`src/rtl/mem_arbiter.sv`:
```
// mem_arbiter: shares one word-addressed main-memory port between instruction
// cache refills and data cache refills/writebacks. Grants are round-robin on a
// tie, whole BLOCK_WORDS bursts are never preempted, and each word advances on mem_ack.
//
// Ports:
//   clk, rst                    rising-edge clock, asynchronous active-high reset
//   ic_req, ic_addr             instruction refill request and block address
//   ic_fill_valid/idx/data      registered refill word for the instruction cache
//   ic_done                     one-cycle pulse at the end of an instruction burst
//   dc_req, dc_we, dc_addr      data burst request, direction (1 = writeback), block address
//   dc_wdata, dc_word_idx       writeback word, supplied combinationally for dc_word_idx
//   dc_fill_valid/data          registered refill word for the data cache
//   dc_done                     one-cycle pulse at the end of a data burst
//   mem_req/we/addr/wdata       memory access, driven only during a burst
//   mem_rdata, mem_ack          memory read data and per-word completion

module mem_arbiter #(
  parameter int ADDR_W      = 30,
  parameter int DATA_W      = 32,
  parameter int BLOCK_WORDS = 4,
  parameter int IDX_W       = $clog2(BLOCK_WORDS)
) (
  input  logic              clk,
  input  logic              rst,

  input  logic              ic_req,
  input  logic [ADDR_W-1:0] ic_addr,
  output logic              ic_fill_valid,
  output logic [IDX_W-1:0]  ic_fill_idx,
  output logic [DATA_W-1:0] ic_fill_data,
  output logic              ic_done,

  input  logic              dc_req,
  input  logic              dc_we,
  input  logic [ADDR_W-1:0] dc_addr,
  input  logic [DATA_W-1:0] dc_wdata,
  output logic [IDX_W-1:0]  dc_word_idx,
  output logic              dc_fill_valid,
  output logic [DATA_W-1:0] dc_fill_data,
  output logic              dc_done,

  output logic              mem_req,
  output logic              mem_we,
  output logic [ADDR_W-1:0] mem_addr,
  output logic [DATA_W-1:0] mem_wdata,
  input  logic [DATA_W-1:0] mem_rdata,
  input  logic              mem_ack
);

  typedef enum logic [1:0] {
    IDLE    = 2'd0,
    I_BURST = 2'd1,
    D_BURST = 2'd2,
    DONE    = 2'd3
  } state_t;

  localparam logic [IDX_W-1:0] LAST_IDX = IDX_W'(BLOCK_WORDS - 1);

  state_t                   state;
  logic [IDX_W-1:0]         cnt;
  logic [ADDR_W-IDX_W-1:0]  base;
  logic                     we_lat;
  // Side that owned the most recent burst: 0 = instruction, 1 = data.
  logic                     last;

  logic in_burst;
  logic grant_i;
  logic grant_d;

  assign in_burst = (state == I_BURST) || (state == D_BURST);

  // A lone requester always wins; on a tie the side that did not go last wins.
  assign grant_i = ic_req && (!dc_req || last);
  assign grant_d = dc_req && (!ic_req || !last);

  // Word offsets inside a block are regenerated from cnt, so the incoming
  // low address bits carry no information.
  logic unused_low_addr;
  assign unused_low_addr = ^{ic_addr[IDX_W-1:0], dc_addr[IDX_W-1:0]};

  always_ff @(posedge clk or posedge rst) begin
    if (rst) begin
      state         <= IDLE;
      cnt           <= '0;
      base          <= '0;
      we_lat        <= 1'b0;
      last          <= 1'b1;
      ic_fill_valid <= 1'b0;
      ic_fill_idx   <= '0;
      ic_fill_data  <= '0;
      dc_fill_valid <= 1'b0;
      dc_fill_data  <= '0;
    end else begin
      // Fill strobes are single-cycle; data and index hold between strobes.
      ic_fill_valid <= 1'b0;
      dc_fill_valid <= 1'b0;

      case (state)
        IDLE: begin
          if (grant_i) begin
            state  <= I_BURST;
            base   <= ic_addr[ADDR_W-1:IDX_W];
            we_lat <= 1'b0;
            cnt    <= '0;
            last   <= 1'b0;
          end else if (grant_d) begin
            state  <= D_BURST;
            base   <= dc_addr[ADDR_W-1:IDX_W];
            we_lat <= dc_we;
            cnt    <= '0;
            last   <= 1'b1;
          end
        end

        I_BURST, D_BURST: begin
          if (mem_ack) begin
            if (!we_lat) begin
              if (state == I_BURST) begin
                ic_fill_valid <= 1'b1;
                ic_fill_idx   <= cnt;
                ic_fill_data  <= mem_rdata;
              end else begin
                dc_fill_valid <= 1'b1;
                dc_fill_data  <= mem_rdata;
              end
            end
            // cnt wraps inside its own width, so the address never carries
            // into base and stays within the block.
            cnt <= cnt + IDX_W'(1);
            if (cnt == LAST_IDX) begin
              state <= DONE;
            end
          end
        end

        DONE: begin
          state <= IDLE;
        end

        default: begin
          state <= IDLE;
        end
      endcase
    end
  end

  // Memory side is decoded from registered state only; write data is the
  // one combinational path, straight from the data cache.
  assign mem_req     = in_burst;
  assign mem_we      = in_burst && we_lat;
  assign mem_addr    = in_burst ? {base, cnt} : '0;
  assign mem_wdata   = in_burst ? dc_wdata : '0;
  assign dc_word_idx = (state == D_BURST) ? cnt : '0;

  assign ic_done = (state == DONE) && !last;
  assign dc_done = (state == DONE) && last;

  a_fill_exclusive: assert property (@(posedge clk) disable iff (rst)
    !(ic_fill_valid && dc_fill_valid));

  a_done_quiet: assert property (@(posedge clk) disable iff (rst)
    (state == DONE) |-> !mem_req);

  a_done_exclusive: assert property (@(posedge clk) disable iff (rst)
    !(ic_done && dc_done));

endmodule

```
`config.mk`:
```
export PLATFORM = sky130hd
export DESIGN_NAME = mem_arbiter
export DESIGN_NICKNAME = d
export VERILOG_FILES = /design/src/rtl/mem_arbiter.sv
export SDC_FILE = /design/constraint.sdc
export NUM_CORES = 1
export LEC_CHECK = 0
export BUFFER_PORTS_ARGS = -buffer_cell sky130_fd_sc_hd__buf_2
export CORE_MARGIN = 4
export CORE_UTILIZATION = 35
export CTS_BUF_LIST = sky130_fd_sc_hd__clkbuf_8
export CTS_CLUSTER_SIZE = 24
export DETAILED_ROUTE_END_ITERATION = 12
export PLACE_DENSITY = 0.69
export SYNTH_ARGS = -nofsm -noshare
export SYNTH_HDL_FRONTEND = slang
export SYNTH_SLANG_ARGS = --single-unit
```
`constraint.sdc`:
```
create_clock -name clk -period 4.9 [get_ports clk]
set_clock_uncertainty 0.2 [all_clocks]
set_input_delay 1.225 -clock clk [delete_from_list [all_inputs] [get_ports clk]]
set_output_delay 1.225 -clock clk [all_outputs]
set_load 0.01 [all_outputs]
```
==> results.py <==
metrics = {
    "timing": {
        "fmax_ghz": 0.281,
        "worst_pin_slew_ps": 1170,
        "rsz0062_at_grt": "no",
        "setup_slack_ps": 1340,
        "fin_setup_tns_ps": 0,
        "period_needed_ps": 3560,
        "slew_violations": 0,
        "hold_violations": 0,
        "timing.final.crit_share_pct": 72.6,
        "max-slew-margin-rel_pct": 22.0,
        "setup_viol": 0,
    },
    "power_and_ir_drop": {
        "intPower_mw": 2.62,
        "leakage_nw": 3.16,
        "power_frac_clock_pct": 11.5,
        "seq_power_share_pct": 33.6,
        "power_density_nw_per_um2": 702,
        "vdd.ir_drop.worst_mv": 0.337,
        "swShare_pct": 41.1,
        "p_switching_mw": 1.83,
        "combPwrFrac_pct": 54.8,
    },
    "yosys": {
        "yosysWarnings": 0,
        "synth.avg_cell_area_um2": 11.3,
        "synth_cell_type_count": 32,
        "synth_ff_type": "dfrtp_1",
        "synth_edf_count": 0,
        "async_flop_share_pct": 100,
        "synthesis.nets": 556,
        "synth_seq_area_share_pct": 54.1,
        "synth_area_um2": 4720,
        "ys_ff_latch": 102,
        "syn-instance-count": 419,
    },
    "clock_tree": {
        "cts_tree": "built",
        "cts_resized": 0,
        "numCtsBuffers": 9,
        "cts_setup_buffers": 0,
        "root_buffer": "clkbuf_8",
        "cts_sinks": 102,
        "holdBufCountCts": 0,
        "path_clk_slew_ps": 100,
        "clock_path_buffers": 2,
        "clk_latency_ps": 380,
        "htree_levels": 3,
    },
    "die": {
        "die_x_um": 124,
        "core_um2": 13200,
        "rows": 42,
        "ios": 266,
        "start_util_pct": 35.7,
        "die-area_um2": 15400,
        "die_h_um": 124,
    },
    "setup_path": {
        "worstPathCellList": "inv_1, ha_1, buf_4, inv_1, nor2_1, buf_2",
        "crit_type": "reg2out",
        "end_kind": "output port",
        "path_delay_family": "buffers and inverters",
        "worstPathRequired_ps": 3470,
        "timing.critical_path.buf_inv": 4,
        "arrival_ps": 2130,
        "crit_top_cell": "inv_1",
        "startpoint_type": "flip-flop",
        "cp_max_fo": 70,
        "cpMaxStageDelayCell": "buf_4",
        "crit_path_max_incr_delay_ps": 450,
    },
    "global_routing": {
        "grt_max_degree": 88,
        "grt_overflow": 0,
        "grt_pass1_vias": 4028,
        "grt_usage_pct": 16.7,
        "grt_first_pass_wirelength_um": 20000,
        "antenna_found_initial": 0,
    },
    "placed_design": {
        "place_inst": 830,
        "pre_cts_slack_ps": 1720,
        "hpwlAfterDp_um": 9680,
        "io_buffers": 261,
        "gp_congestion": 0.773,
    },
    "run": {
        "maxCapViolations": 0,
    },
    "drt": {
        "avgRoutedWirePerCell_um": 15.5,
        "vias_per_cell": 4.82,
        "wirelength_um": 13100,
        "ant_nets": 0,
        "top_layer": "met4",
        "drtPass1Iterations": 4,
        "wl_met3_um": 1330,
        "via_count": 4076,
        "route.met2.wl_um": 6220,
        "drt_iter0_drc": 214,
        "route.detailed.drc": 0,
        "wl_met1_um": 5270,
    },
    "layout": {
        "final_net_count": 802,
        "fillCellCount": 1244,
        "n_antenna_cell": 0,
        "layout-drive-gt1-share_pct": 52.7,
        "layoutNonFillerInstCount": 846,
        "final_core_util_pct": 47.8,
        "area_delta_synth_final_pct": 34.1,
    },
    "min_path": {
        "worstHoldPathType": "reg2reg",
    },
    "outcome": {
        "status": "finished clean",
    },
}
==> synth_stat cells, types with 3 or more instances <==
library cell	count	area (µm²)
a31oi_1	30	188
and2_1	65	407
buf_2	7	35.0
buf_6	3	33.8
clkbuf_1	20	75.1
dfrtp_1	101	2530
ha_1	7	87.6
inv_1	6	22.5
mux2_2	66	743
nand3_1	28	140
nor2_1	31	116
nor2b_1	5	31.3
o21ai_0	26	130
o21ai_1	3	15.0
==> flip-flops by register name (all words and copies together) (netlist names) <==
register / cells
dc_fill_valid: 1
cnt: 2
base: 28
ic_fill_data: 32
state: 2
we_lat: 1
last: 1
dc_fill_data: 32
ic_fill_idx: 2
ic_fill_valid: 1
==> layer usage <==
layer	track usage (%)	vias up
met4	7.05	0
met1	20.5	1912
met3	4.68	19
met5	0	-
li1	-	1945
met2	27.7	200
==> cells by family after synthesis <==
| family | count (synthesis) | synth area share, % |
|---|---|---|
| AO/OA/AOI/OAI | 68 | 8.55 |
| multiplexers | 66 | 15.7 |
| buffers and inverters | 37 | 3.63 |
| AND/OR/NAND/NOR | 139 | 16.2 |
| flip-flops | 102 | 54.1 |
| adder cells (fa/ha/maj) | 7 | 1.85 |
==> power by group through the flow <==
stage | Combinational (mW) | Sequential [mW] | Clock [mW]
floorplan | 1.42 | 1.61 | 0
global placement | 2.44 | 1.49 | 0
detailed placement | 2.47 | 1.52 | 0
CTS | 2.48 | 1.50 | 0.535
global route | 2.69 | 1.54 | 0.569
finish | 2.44 | 1.50 | 0.513
==> metrics by stage <==
stage / total power, mW / hold WS [ps] / instance area, µm²
global placement: 3.92 / 281 / 6140
global route: 4.81 / 322 / 6330
finish: 4.45 / 309 / 6330
floorplan: 3.03 / 300 / 4720
detailed placement: 3.99 / 291 / 6140
CTS: 4.52 / 313 / 6330
==> layout make-up <==
cell class	count	area (µm²)	share of cell area, %
flip-flops and latches	102	2550	40.3
inverters	6	25.0	0.395
repair buffers	266	1340	21.2
multi-input cells	280	2000	31.6
well taps	176	220	3.48
clock inverters	7	66.3	1.05
clock buffers	9	124	1.96
==> final timing paths <==
path	startpoint	endpoint	cells past startpoint	slack, ps
worst min register to register	dc_fill_data[0]	dc_fill_data[0]	1	310
min in group asynchronous	rst	dc_fill_data[13]	2	900
worst max-delay path	state[0]	mem_we	6	1340
worst max register to register	state[0]	dc_fill_data[28]	7	2060
worst min-delay path	dc_fill_data[0]	dc_fill_data[0]	1	310
max in group asynchronous	rst	dc_fill_data[2]	3	2760
==> placed cells by master (no fill, tap or decap), types with 2 or more instances in the layout <==
cell type,n
ha_1,7
and2_1,65
mux2_2,66
a21boi_0,2
inv_8,3
o21ai_1,3
nor2b_1,5
dfrtp_1,101
o21ai_0,26
nor2_1,31
inv_1,5
clkinvlp_4,2
nand2_1,2
o31ai_1,2
clkbuf_8,9
clkinv_4,2
a31oi_1,30
nand3_1,28
buf_4,5
buf_2,261
Note: power is estimated with default switching activity, not from simulation.
